**src/rtl/display_resultado.sv**
```systemverilog
// display_resultado: shows the signed 32-bit ALU result on a multiplexed
// NUM_DIG-digit 7-segment display. A sequential double-dabble engine converts
// the value to BCD. The finished result is written into a display buffer in a
// single cycle, so the scan logic never shows a half-converted number.
module display_resultado #(
  parameter int NUM_DIG     = 4,
  parameter int DIV_SCAN    = 50000,
  parameter int ATIVO_BAIXO = 1
) (
  input  logic               clock,
  input  logic               reset_n,
  input  logic [31:0]        valor,
  output logic [6:0]         segmentos,
  output logic [NUM_DIG-1:0] anodo,
  output logic               ocupado,
  output logic               estouro
);

  localparam int BW = 4 * NUM_DIG;
  localparam int IW = (NUM_DIG > 1) ? $clog2(NUM_DIG) : 1;
  localparam int CW = (DIV_SCAN > 1) ? $clog2(DIV_SCAN) : 1;

  localparam logic [IW-1:0] IDX_MAX = IW'(NUM_DIG - 1);
  localparam logic [CW-1:0] CNT_MAX = CW'(DIV_SCAN - 1);

  localparam logic [6:0] SEG_MENOS   = 7'b1000000;
  localparam logic [6:0] SEG_APAGADO = 7'b0000000;
  localparam logic [6:0] SEG_ZERO    = 7'b0111111;

  // 10^n - 1, the largest magnitude that fits in n decimal digits
  function automatic logic [31:0] lim10(input int n);
    logic [31:0] p;
    p = 32'd1;
    for (int i = 0; i < n; i++) p = p * 32'd10;
    return p - 32'd1;
  endfunction

  // A negative value spends one digit on the sign
  localparam logic [31:0] LIM_POS = lim10(NUM_DIG);
  localparam logic [31:0] LIM_NEG = lim10(NUM_DIG - 1);

  localparam logic [NUM_DIG-1:0][6:0] DBUF_RST =
    {{((NUM_DIG - 1) * 7){1'b0}}, SEG_ZERO};

  typedef enum logic [1:0] {OCIOSO, CONVERTE, GRAVA} estado_t;

  // Unsigned magnitude; -2^31 maps to 0x80000000
  function automatic logic [31:0] magnitude(input logic signed [31:0] v);
    return v[31] ? (~v + 32'd1) : v;
  endfunction

  // Double-dabble correction: +3 on every nibble that is 5 or more
  function automatic logic [BW-1:0] dd_adjust(input logic [BW-1:0] b);
    logic [BW-1:0] r;
    r = b;
    for (int i = 0; i < NUM_DIG; i++)
      if (b[4*i +: 4] >= 4'd5) r[4*i +: 4] = b[4*i +: 4] + 4'd3;
    return r;
  endfunction

  // Decimal digit to active-high gfedcba
  function automatic logic [6:0] seg7(input logic [3:0] d);
    case (d)
      4'd0:    return 7'b0111111;
      4'd1:    return 7'b0000110;
      4'd2:    return 7'b1011011;
      4'd3:    return 7'b1001111;
      4'd4:    return 7'b1100110;
      4'd5:    return 7'b1101101;
      4'd6:    return 7'b1111101;
      4'd7:    return 7'b0000111;
      4'd8:    return 7'b1111111;
      4'd9:    return 7'b1101111;
      default: return SEG_APAGADO;
    endcase
  endfunction

  // Board polarity of the segment drive
  function automatic logic [6:0] pol(input logic [6:0] s);
    return (ATIVO_BAIXO != 0) ? ~s : s;
  endfunction

  estado_t                   state_q, state_d;
  logic signed [31:0]        valor_q, valor_d;
  logic [31:0]               mag_q, mag_d;
  logic [BW-1:0]             bcd_q, bcd_d;
  logic [5:0]                shcnt_q, shcnt_d;
  logic                      ocupado_q, ocupado_d;
  logic                      estouro_q, estouro_d;
  logic [NUM_DIG-1:0][6:0]   dbuf_q, dbuf_d;
  logic [CW-1:0]             scan_q, scan_d;
  logic [IW-1:0]             idx_q, idx_d;
  logic [6:0]                seg_q, seg_d;
  logic [NUM_DIG-1:0]        anodo_q, anodo_d;

  logic [BW-1:0]             bcd_adj;
  logic [31:0]               abs_cap;
  logic                      neg;
  logic                      ovf;
  int                        msd;

  // Conversion FSM next state: capture, shift/add-3, then publish to buffer
  always_comb begin
    state_d   = state_q;
    valor_d   = valor_q;
    mag_d     = mag_q;
    bcd_d     = bcd_q;
    shcnt_d   = shcnt_q;
    ocupado_d = ocupado_q;
    estouro_d = estouro_q;
    dbuf_d    = dbuf_q;

    bcd_adj = dd_adjust(bcd_q);
    abs_cap = magnitude(valor_q);
    neg     = valor_q[31];
    ovf     = neg ? (abs_cap > LIM_NEG) : (abs_cap > LIM_POS);
    msd     = 0;
    for (int i = 0; i < NUM_DIG; i++)
      if (bcd_q[4*i +: 4] != 4'd0) msd = i;

    case (state_q)
      OCIOSO: begin
        if (valor != valor_q) begin
          valor_d   = valor;
          mag_d     = magnitude(valor);
          bcd_d     = '0;
          shcnt_d   = 6'd0;
          ocupado_d = 1'b1;
          state_d   = CONVERTE;
        end
      end
      CONVERTE: begin
        if (shcnt_q == 6'd32) begin
          state_d = GRAVA;
        end else begin
          {bcd_d, mag_d} = {bcd_adj[BW-2:0], mag_q, 1'b0};
          shcnt_d        = shcnt_q + 6'd1;
        end
      end
      GRAVA: begin
        for (int i = 0; i < NUM_DIG; i++) begin
          if (ovf)                        dbuf_d[i] = SEG_MENOS;
          else if (i <= msd)              dbuf_d[i] = seg7(bcd_q[4*i +: 4]);
          else if (neg && (i == msd + 1)) dbuf_d[i] = SEG_MENOS;
          else                            dbuf_d[i] = SEG_APAGADO;
        end
        estouro_d = ovf;
        ocupado_d = 1'b0;
        state_d   = OCIOSO;
      end
      default: state_d = OCIOSO;
    endcase
  end

  // Scan next state; digit select and segments come from the same index and
  // the post-edge buffer, so both change together on one edge
  always_comb begin
    scan_d = scan_q;
    idx_d  = idx_q;
    if (scan_q == CNT_MAX) begin
      scan_d = '0;
      idx_d  = (idx_q == IDX_MAX) ? '0 : idx_q + IW'(1);
    end else begin
      scan_d = scan_q + CW'(1);
    end
    seg_d   = pol(dbuf_d[idx_d]);
    anodo_d = ~({{(NUM_DIG - 1){1'b0}}, 1'b1} << idx_d);
  end

  // All state, with synchronous active-low reset
  always_ff @(posedge clock) begin
    if (!reset_n) begin
      state_q   <= OCIOSO;
      valor_q   <= '0;
      mag_q     <= '0;
      bcd_q     <= '0;
      shcnt_q   <= '0;
      ocupado_q <= 1'b0;
      estouro_q <= 1'b0;
      dbuf_q    <= DBUF_RST;
      scan_q    <= '0;
      idx_q     <= '0;
      seg_q     <= pol(SEG_ZERO);
      anodo_q   <= ~{{(NUM_DIG - 1){1'b0}}, 1'b1};
    end else begin
      state_q   <= state_d;
      valor_q   <= valor_d;
      mag_q     <= mag_d;
      bcd_q     <= bcd_d;
      shcnt_q   <= shcnt_d;
      ocupado_q <= ocupado_d;
      estouro_q <= estouro_d;
      dbuf_q    <= dbuf_d;
      scan_q    <= scan_d;
      idx_q     <= idx_d;
      seg_q     <= seg_d;
      anodo_q   <= anodo_d;
    end
  end

  assign segmentos = seg_q;
  assign anodo     = anodo_q;
  assign ocupado   = ocupado_q;
  assign estouro   = estouro_q;

endmodule

```
**config.mk**
```make
export PLATFORM = sky130hd
export DESIGN_NAME = display_resultado
export DESIGN_NICKNAME = d
export VERILOG_FILES = /design/src/rtl/display_resultado.sv
export SDC_FILE = /design/constraint.sdc
export NUM_CORES = 1
export LEC_CHECK = 0
export CAP_MARGIN = 15
export CORE_ASPECT_RATIO = 1.75
export CORE_MARGIN = 2
export CORE_UTILIZATION = 30
export CTS_CLUSTER_SIZE = 40
export DETAILED_ROUTE_END_ITERATION = 12
export GPL_TIMING_DRIVEN = 1
export SLEW_MARGIN = 20
export SYNTH_ARGS = -nofsm -noshare
export SYNTH_HDL_FRONTEND = slang
export SYNTH_SLANG_ARGS = --single-unit
export TNS_END_PERCENT = 30
```
**constraint.sdc**
```tcl
create_clock -name clock -period 5.2 [get_ports clock]
set_input_delay 0.78 -clock clock [delete_from_list [all_inputs] [get_ports clock]]
set_output_delay 0.78 -clock clock [all_outputs]
set_load 0.02 [all_outputs]
```
## Word-level counts from Yosys, hierarchy flattened

Memories as Yosys holds them, arrays and structs flattened. A register that Yosys moved wholly into a read port is not among the register bits.
Index checks and enable logic that the tools add are counted.
Widths: inputs -> output; s select.

- Bitwise gates (word level): 5
- $lt $le $gt $ge: 11
- Muxes and demuxes: 49
- Shifts and indexed selects: 1
- Add/subtract/negate cells: 10
- Equality and inequality tests: 12
- Reduce and logical (&&, ||, !) cells: 16

Operators by type and width:

| cell | number |
|---|---|
| $mux 32 | 6 |
| $mux 7 | 13 |
| $add 32x1->32 const B | 2 |
| $eq 3x32->1 const A | 2 |
| $le 3x32->1 const A | 2 |
| $not 32->32 | 2 |
| $pmux 32 s2 | 1 |
| $mux 4 | 11 |
| $add 32x2->32 const B | 1 |
| $eq 2x32->1 const A | 1 |
| $gt 32x10->1 const B | 1 |
| $gt 32x14->1 const B | 1 |
| $le 1x32->1 const A | 1 |
| $le 2x32->1 const A | 1 |
| $logic_not 32->1 | 1 |
| $mux 16 | 2 |
| $ne 32x32->1 | 1 |
| $pmux 16 s2 | 1 |
| $mux 28 | 1 |
| $add 16x1->16 const B | 1 |
| $eq 16x16->1 const B | 1 |
| $ge 4x3->1 const B | 4 |
| $bmux 7 s2 | 1 |
| $add 4x2->4 const B | 3 |
| 26 further kinds | 43 |

- Input bits: 34
- Memories: 4
- Output and inout port bits: 13
- Flip-flop bits (word level): 147
- Memory bits (read-only): 448

Memories:

| memory | depth | width | read ports | clocked after Yosys merged registers in | wr ports | RTL line | text |
|---|---|---|---|---|---|---|---|
| (name not given) | 16 | 7 | 1 | 1 | 0 | 63 | `case (d)` |
| (name not given) | 16 | 7 | 1 | 1 | 0 | 63 |  |
| (name not given) | 16 | 7 | 1 | 1 | 0 | 63 |  |
| (name not given) | 16 | 7 | 1 | 1 | 0 | 63 |  |

## Depth between registers and ports, before layout

Gate-level depths: netlist of the first run.

- Depth in word-level cells: 14
- Depth in mapped cells: 14

## Least setup slack after synthesis of the first run

OpenSTA, ideal clock, no wires.

- Kind: in2reg
- Start point: input valor[6]
- End point: register mag_q[29]
- Library setup time: 117 ps
- Setup slack: 1853 ps
- Data required time: 5083 ps
- Data arrival time: 3230 ps
- Stages: 10
- Buffers on the path: 2
- Path through: buf_6 > or4_4 > nand2b_4 > or4_1 > buf_2 > or4_4 > o31ai_4 > xor2_1 > o21ai_1 > a22o_1

- Cells in the longest elaborated chain, start to end: 5
- Elaborated cells between the ends (all ways): 8
- Those cells by class: add/sub (1); eq/ne (2); mux (3); bitwise (1); reduce/logical (1)

RTL lines:

| element | RTL line | text |
|---|---|---|
| start: declaration | 12 | `input logic [31:0] valor,` |
| $not 32->32 | 49 | `return v[31] ? (~v + 32'd1) : v;` |
| $add 32x1->32 | 49 |  |
| $mux 32 | 49 |  |
| $mux 32 | 123 | `if (valor != valor_q) begin` |
| $pmux 32 s2 | 121 | `case (state_q)` |
| end signal: assignment | 188 | `mag_q <= mag_d;` |
| end: declaration | 85 | `logic [31:0] mag_q, mag_d;` |

Several ways; a longest one is shown, not always the timed one. The select of a mux whose other input is x is not followed.
A chain may end at the register's enable or synchronous reset.

## Worst setup path after layout of the first run

- Start point: register valor_q[5]
- End point: register seg_q[4] (netlist: segmentos[4])

- Cells in the longest elaborated chain, start to end: 10
- Elaborated cells between the ends (all ways): 14
- Those cells by class: add/sub (1); order compare (2); mux (9); bitwise (2)

RTL lines:

| element | RTL line | text |
|---|---|---|
| start: declaration | 84 | `logic signed [31:0] valor_q, valor_d;` |
| start signal: assignment | 187 | `valor_q <= valor_d;` |
| $not 32->32 | 49 |  |
| $add 32x1->32 | 49 |  |
| $mux 32 (*) | 49 |  |
| $gt 32x14->1 or $gt 32x10->1 (tied branches) | 116 | `ovf = neg ? (abs_cap > LIM_NEG) : (abs_cap > LIM_POS);` |
| $mux 1 (*) | 116 |  |
| $mux 7 | 142 | `if (ovf) dbuf_d[i] = SEG_MENOS;` |
| $mux 28 (*) | 121 |  |
| $bmux 7 s2 (*) | 166 | `seg_d = pol(dbuf_d[idx_d]);` |
| $mux 7 (not written as such) (*) | 166 |  |
| $not 7->7 (*) | 80 | `return (ATIVO_BAIXO != 0) ? ~s : s;` |
| end signal: assignment | 183 | `seg_q <= pol(SEG_ZERO);` |
| end signal: assignment | 196 | `seg_q <= seg_d;` |
| end: declaration | 93 | `logic [6:0] seg_q, seg_d;` |

Every way passes the cells marked *; elsewhere a longest branch is shown, timed or not. The select of a mux whose other input is x is not followed.

==> metrics.md, run 1 <==
| Metric | Value |
|---|---|
| CTS sink cnt | 175 |
| Crit. End Element | register |
| Most Crowded Layer GR | met2 |
| Core ar. | 34,300 sq um |
| First-pass DRT Iterations | 4 |
| WP data required | 5.51 ns |
| # IOs | 47 |
| Worst Path Max Fanout | 19 |
| Setup violators final | 0 |
| Final cell count without fillers | 1,738 |
| Cell Area, Synth | 10,400 sq um |
| Met3 Use GR | 3.27% |
| Vias in the first global route | 8,671 |
| Slowest stage cell, crit path | nor3_2 |
| Syn Area/Cell | 8.14 sq um |
| Routed len/inst | 16.2 um |
| Placed insts | 1,707 |
| Placed Area | 11,200 sq um |
| Fin. Hold Viols | 0 |
| Clock Root Buffer | clkbuf_16 |
| Total grt overflow | 0 |
| Final core utilization | 34.2% |
| Vias/cell | 5.20 |
| Critical path startpoint | valor_q[5] |
| Worst Hold Class | register to register |
| Setup Buffers After CTS | 0 |
| Tightest Pin Transition | 1.01 ns |
| FF-to-FF Start | valor_q[5] |
| Critical path arrival | 4.60 ns |
| Fillcell total | 3,585 |
| Reg-to-reg endpoint | segmentos[4] |
| Post-placement setup slack | 0.874 ns |
| Std cell rows | 90 |
| Cts hold-fix bufs | 0 |
| Die height | 250 um |
| Rel. slew slack | 32.3% |
| Reg area | 3500 sq um |
| Critical path type | register to register |
| Largest net degree at the start of global routing | 86 |
| Initial antenna violation count | 0 |
| IR drop worst, VDD | 0.217 mV |
| Via count | 9,037 |
| # resized after CTS | 0 |
| Setup total negative slack | 0 ns |
| Met1 Track Usage GR | 16.0% |
| Nets | 1,339 |
| Number of port buffers | 46 |
| Finished Cell Area | 11,800 sq um |
| Final HPWL DP | 21,100 um |
| Worst r2r path cells | 10 |
| Max-cap viol count | 0 |
| Commonest non-fill, non-tap cell in the layout | dfxtp_1 |
| RD Place Congestion | 0.968 |
| Top_reg_cell synth | dfxtp_1 |
| # diodes | 0 |
| Register bit total from synthesis | 175 |
| Met2 usage | 29.2% |
| Cell count after synthesis | 1,280 |
| Slowest stage delay, CP | 0.58 ns |
| Die area | 36,300 sq um |
| Syn_nets | 1,353 |
| Slew Limit Fails | 0 |
| Layout cells sized above 1 | 8.53% |
| Clock transition at path regs | 0.08 ns |
| Initial drt markers | 452 |
| Initial core utilization | 30.3% |
| Routed WL | 28,100 um |
| Post-synth ARST share | 0% |
| Layout area overhead | 12.9% |
| Maximum clock insertion buffer count | 2 |
| End point of the critical path | segmentos[4] |
| PwrDens | 278 nW/um^2 |
| Status | complete, no violations |
| Most frequent cells in the layout | 175 x dfxtp_1, 143 x nand2_1, 127 x nor2_1, 95 x a21oi_1, 73 x xor2_1 |
| Unique masters post-synth | 85 |
| First-pass GRT wire length | 44,600 um |
| Final Skew | 0.0151 ns |
| Ordered cell list for the critical path | nor3_2, nand4_1, buf_4, or4_1, a21oi_2, o211ai_2, buf_4, nor4_1, a21oi_1, o41a_1 |
| Final period util | 82.4% |
| Clk_lat worst skew | 0.45 ns |
| Die Wd | 145 um |
| Antenna Nets Post-Route | 0 |
| Worst path most repeated cell | buf_4 |
| Fmax | 233 MHz |
| Synth warn | 0 |
| TritonCTS clock tree | built |
| R2R Setup Slk | 0.91 ns |
| P_leak | 4.43 nW |
| Multi-input logic area | 6270 sq um |
| H-tree Lvls | 4 |
| Post-synthesis sequential area ratio | 33.6% |
| Post-route setup slack | 0.913 ns |
| CTS Buf Count | 17 |
| Final min period | 4.29 ns |
| EDFF count, synth | 0 |
| RSZ-0062 raised after global routing | no |
| Drc violations | 0 |
| Nature of the critical path startpoint | register |
| Gr usage total | 15.6% |
-- report_power, final --
part | internal, mW | switching (mW)
combinational | 0.189 | 0.311
clock | 0.687 | 0.623
sequential | 1.39 | 0.0672
total | 2.26 | 1.00
-- how the worst min path moves through the flow --
stage,start,end,slack [ns],cells past startpoint
final,mag_q[4],mag_q[4],0.45,2
after global routing,dbuf_q[11],dbuf_q[11],0.48,2
after CTS,mag_q[4],mag_q[4],0.45,2
after detailed placement,mag_q[4],mag_q[4],0.44,2
after global placement,mag_q[15],mag_q[15],0.44,2
after floorplan,scan_q[0],scan_q[0],0.43,1
-- metal layers --
layer  share of wire, %  vias to the layer above
met5                  0                        -
met4                4.3                        0
met3                3.5                       57
met2                 55                      180
met1                 37                     4267
li1                   -                     4533
-- kinds of logic after synthesis --
logic type                 synth area share (%)
AOI/OAI and AO/OA                          18.5
xor gates and xnor gates                   7.89
adders and majority gates                  4.69
DFF                                        33.6
and+or+nand+nor                            24.4
buffers and inverters                      6.22
muxes                                      4.61
-- synth_stat cells (all sizes together), types with 35 or more instances --
library cell  instances  area [sq um]
xor2                 74           656
dfxtp               175          3500
inv                  52           195
buf                  35           208
o21ai                36           184
a21oi                96           484
mux2i                39           390
nand3                50           250
nor2                129           489
nor4                 43           362
ha                   39           488
nand2               144           543
clkbuf               65           245
-- metrics by stage --
step,power (mW),hold WS (ns)
after floorplan,1.83,0.426
after global placement,1.98,0.439
after detailed placement,1.98,0.443
after CTS,3.30,0.455
after global routing,3.41,0.477
final,3.27,0.452
-- worst max-delay path: cells and delay by family, from the launching register on --
| family | cells | cell delay, ns |
|---|---|---|
| and+or+nand+nor | 4 | 1.92 |
| buffers and inverters | 2 | 0.61 |
| AOI/OAI and AO/OA | 4 | 1.21 |
| DFF | 1 | 0.41 |
-- final cells by class --
type	instances	area share, %
Inverter	52	1.66
Clock buffer	17	3.62
Clock inverter	14	1.42
Multi-Input combinational cell	953	53.4
Sequential cell	175	29.8
Timing Repair Buffer	67	5.26
Tap cell	460	4.90
No activity file was read; power rests on OpenSTA's default activity.
==> inputs of run 2 (changes only) <==
==> constraint.sdc (replaced) <==
create_clock -name clock -period 3.7 [get_ports clock]
set_input_delay 0.555 -clock clock [delete_from_list [all_inputs] [get_ports clock]]
set_output_delay 0.555 -clock clock [all_outputs]
set_load 0.02 [all_outputs]
==> run 2 against run 1 <==
Non-clock buffer count rose by 72. Fmax grew 25%. Sequential share of layout area fell by 1.4 points. Critical endpoint unchanged. Register-to-register slack lost 0.65 ns. Sequential power up 40%. Critical path depth shrank 1. Die area did not move. Global-route usage grew 0.60 points. Largest cell class unchanged.
==> metrics.md, run 2 (synthesis results as in run 1) <==
| Metric | Value |
|---|---|
| Via count | 9,401 (was 9,037) |
| Initial core utilization | 30.3% (unchanged) |
| Status | complete, no violations (unchanged) |
| WHS | 0.453 ns (was 0.452 ns) |
| Die area | 36,300 sq um (unchanged) |
| Maximum clock insertion buffer count | 2 (unchanged) |
| Finished Cell Area | 12,300 sq um (was 11,800 sq um) |
| Vias/cell | 5.19 (was 5.20) |
| Nature of the critical path startpoint | register (unchanged) |
| Largest net degree at the start of global routing | 66 (was 86) |
| # diodes | 0 (unchanged) |
| IR drop worst, VDD | 0.275 mV (was 0.217 mV) |
| WP data required | 4.03 ns (was 5.51 ns) |
| Reg area | 3500 sq um (unchanged) |
| Placed Area | 11,700 sq um (was 11,200 sq um) |
| Multi-input logic area | 6280 sq um (was 6270 sq um) |
| First-pass GRT wire length | 46,300 um (was 44,600 um) |
| RSZ-0062 raised after global routing | no (unchanged) |
| Worst path buffer plus inverter count | 1 (was 2) |
| Initial drt markers | 479 (was 452) |
| Fin. Hold Viols | 0 (unchanged) |
| Fillcell total | 3,568 (was 3,585) |
| Final period util | 92.9% (was 82.4%) |
| RD Place Congestion | 0.900 (was 0.968) |
| Final min period | 3.44 ns (was 4.29 ns) |
| Total grt overflow | 0 (unchanged) |
| Slowest stage cell, crit path | nor3_1 (was nor3_2) |
| Nets | 1,411 (was 1,339) |
| Design Power | 4.62 mW (was 3.27 mW) |
| Drc violations | 0 (unchanged) |
| # IOs | 47 (unchanged) |
| Gr usage total | 16.2% (was 15.6%) |
| Die height | 250 um (unchanged) |
| Final cell count without fillers | 1,811 (was 1,738) |
| Kind of cell adding the most delay to the critical path | compound AO/OA/AOI/OAI gates (was simple AND/OR/NAND/NOR gates) |
| Worst Hold Class | register to register (unchanged) |
| Rel. slew slack | 52.1% (was 32.3%) |
| Critical path arrival | 3.76 ns (was 4.60 ns) |
| Clock Root Buffer | clkbuf_16 (unchanged) |
| CTS sink cnt | 175 (unchanged) |
| Max-cap viol count | 0 (unchanged) |
| Final HPWL DP | 22,400 um (was 21,100 um) |
| Slew Limit Fails | 0 (unchanged) |
| Worst Path Max Fanout | 24 (was 19) |
| Setup total negative slack | 0 ns (unchanged) |
| Crit. End Element | register (unchanged) |
| CTS Buf Count | 17 (unchanged) |
| Vias in the first global route | 9,225 (was 8,671) |
| Final Skew | 0.0204 ns (was 0.0151 ns) |
| Setup violators final | 0 (unchanged) |
| TritonCTS clock tree | built (unchanged) |
| Std cell rows | 90 (unchanged) |
| PwrDens | 374 nW/um^2 (was 278 nW/um^2) |
| Routed len/inst | 16.0 um (was 16.2 um) |
| Layout cells sized above 1 | 13.5% (was 8.53%) |
| Number of port buffers | 46 (unchanged) |
| Commonest non-fill, non-tap cell in the layout | dfxtp_1 (unchanged) |
| Layout area overhead | 18.5% (was 12.9%) |
| Core ar. | 34,300 sq um (unchanged) |
| P_leak | 4.80 nW (was 4.43 nW) |
| Initial antenna violation count | 0 (unchanged) |
| Antenna Nets Post-Route | 0 (unchanged) |
| Slowest stage delay, CP | 0.51 ns (was 0.58 ns) |
| Most frequent cells in the layout | 175 x dfxtp_1, 143 x nand2_1, 127 x nor2_1, 95 x a21oi_1, 90 x buf_4 (was 175 x dfxtp_1, 143 x nand2_1, 127 x nor2_1, 95 x a21oi_1, 73 x xor2_1) |
| Clk_lat worst skew | 0.46 ns (was 0.45 ns) |
| Tightest Pin Transition | 0.716 ns (was 1.01 ns) |
| Ordered cell list for the critical path | or3_1, nor3_1, or4_1, a222oi_1, a2111o_1, o21ai_4, buf_4, a21oi_1, o41a_1 (was nor3_2, nand4_1, buf_4, or4_1, a21oi_2, o211ai_2, buf_4, nor4_1, a21oi_1, o41a_1) |
| Fmax | 291 MHz (was 233 MHz) |
| Routed WL | 29,000 um (was 28,100 um) |
| Setup Buffers After CTS | 0 (unchanged) |
| First-pass DRT Iterations | 5 (was 4) |
| Critical path type | register to register (unchanged) |
| H-tree Lvls | 4 (unchanged) |
| Die Wd | 145 um (unchanged) |
| Clock transition at path regs | 0.08 ns (about the same) |
| Placed insts | 1,779 (was 1,707) |
run 2: worst paths after layout:
path	startpoint	endpoint	slack (ns)	cells after the start
worst min register to register	mag_q[1]	mag_q[1]	0.45	2
worst max-delay path	valor_q[4]	segmentos[4]	0.26	9
worst min-delay path	mag_q[1]	mag_q[1]	0.45	2
worst max register to register	valor_q[4]	segmentos[4]	0.26	9
run 2: tightest hold or removal path, stage by stage (launching register included):
cell	delay (ns)
dfxtp_1	0.31
nand2_1	0.05
a21oi_1	0.05
run 2: what timing repair did:
action | 4_1_cts | 5_1_grt
hold buffers | 0 | 0
gates resized for setup | 0 | 1
endpoints found under the setup margin | 0 | 3
run 2: routing by layer:
layer | vias to the layer above | wire length, um | global-route usage, %
met3 | 79 | 958 | 2.70
met2 | 214 | 16200 | 31.3
met1 | 4441 | 10400 | 15.7
met4 | 0 | 1440 | 8.99
met5 | - | 0 | 0
li1 | 4667 | - | -
run 2: power by group:
group | internal, mW | total [mW] | leakage [nW] | switching [mW]
clock network | 0.906 | 1.80 | 0.290 | 0.891
registers | 1.95 | 2.03 | 1.43 | 0.0772
logic | 0.323 | 0.796 | 3.09 | 0.473
run 2: layout make-up:
cell class,instances,area share [%]
timing repair buffer,139,9.69
inverter,52,1.58
tap,460,4.66
clock inverter,15,1.34
sequential,175,28.4
multi-input combinational,953,50.9
clock buffer,17,3.45
run 2: through the flow:
| step | worst slack, ns | util (%) |
|---|---|---|
| 2_1_floorplan | 0.578 | - |
| 3_3_place_gp | 0.00791 | 34.2 |
| 3_5_place_dp | 0.0295 | 34.2 |
| 4_1_cts | 0.192 | 35.9 |
| 5_1_grt | 0.0721 | 35.9 |
| 6_report | 0.263 | 35.9 |
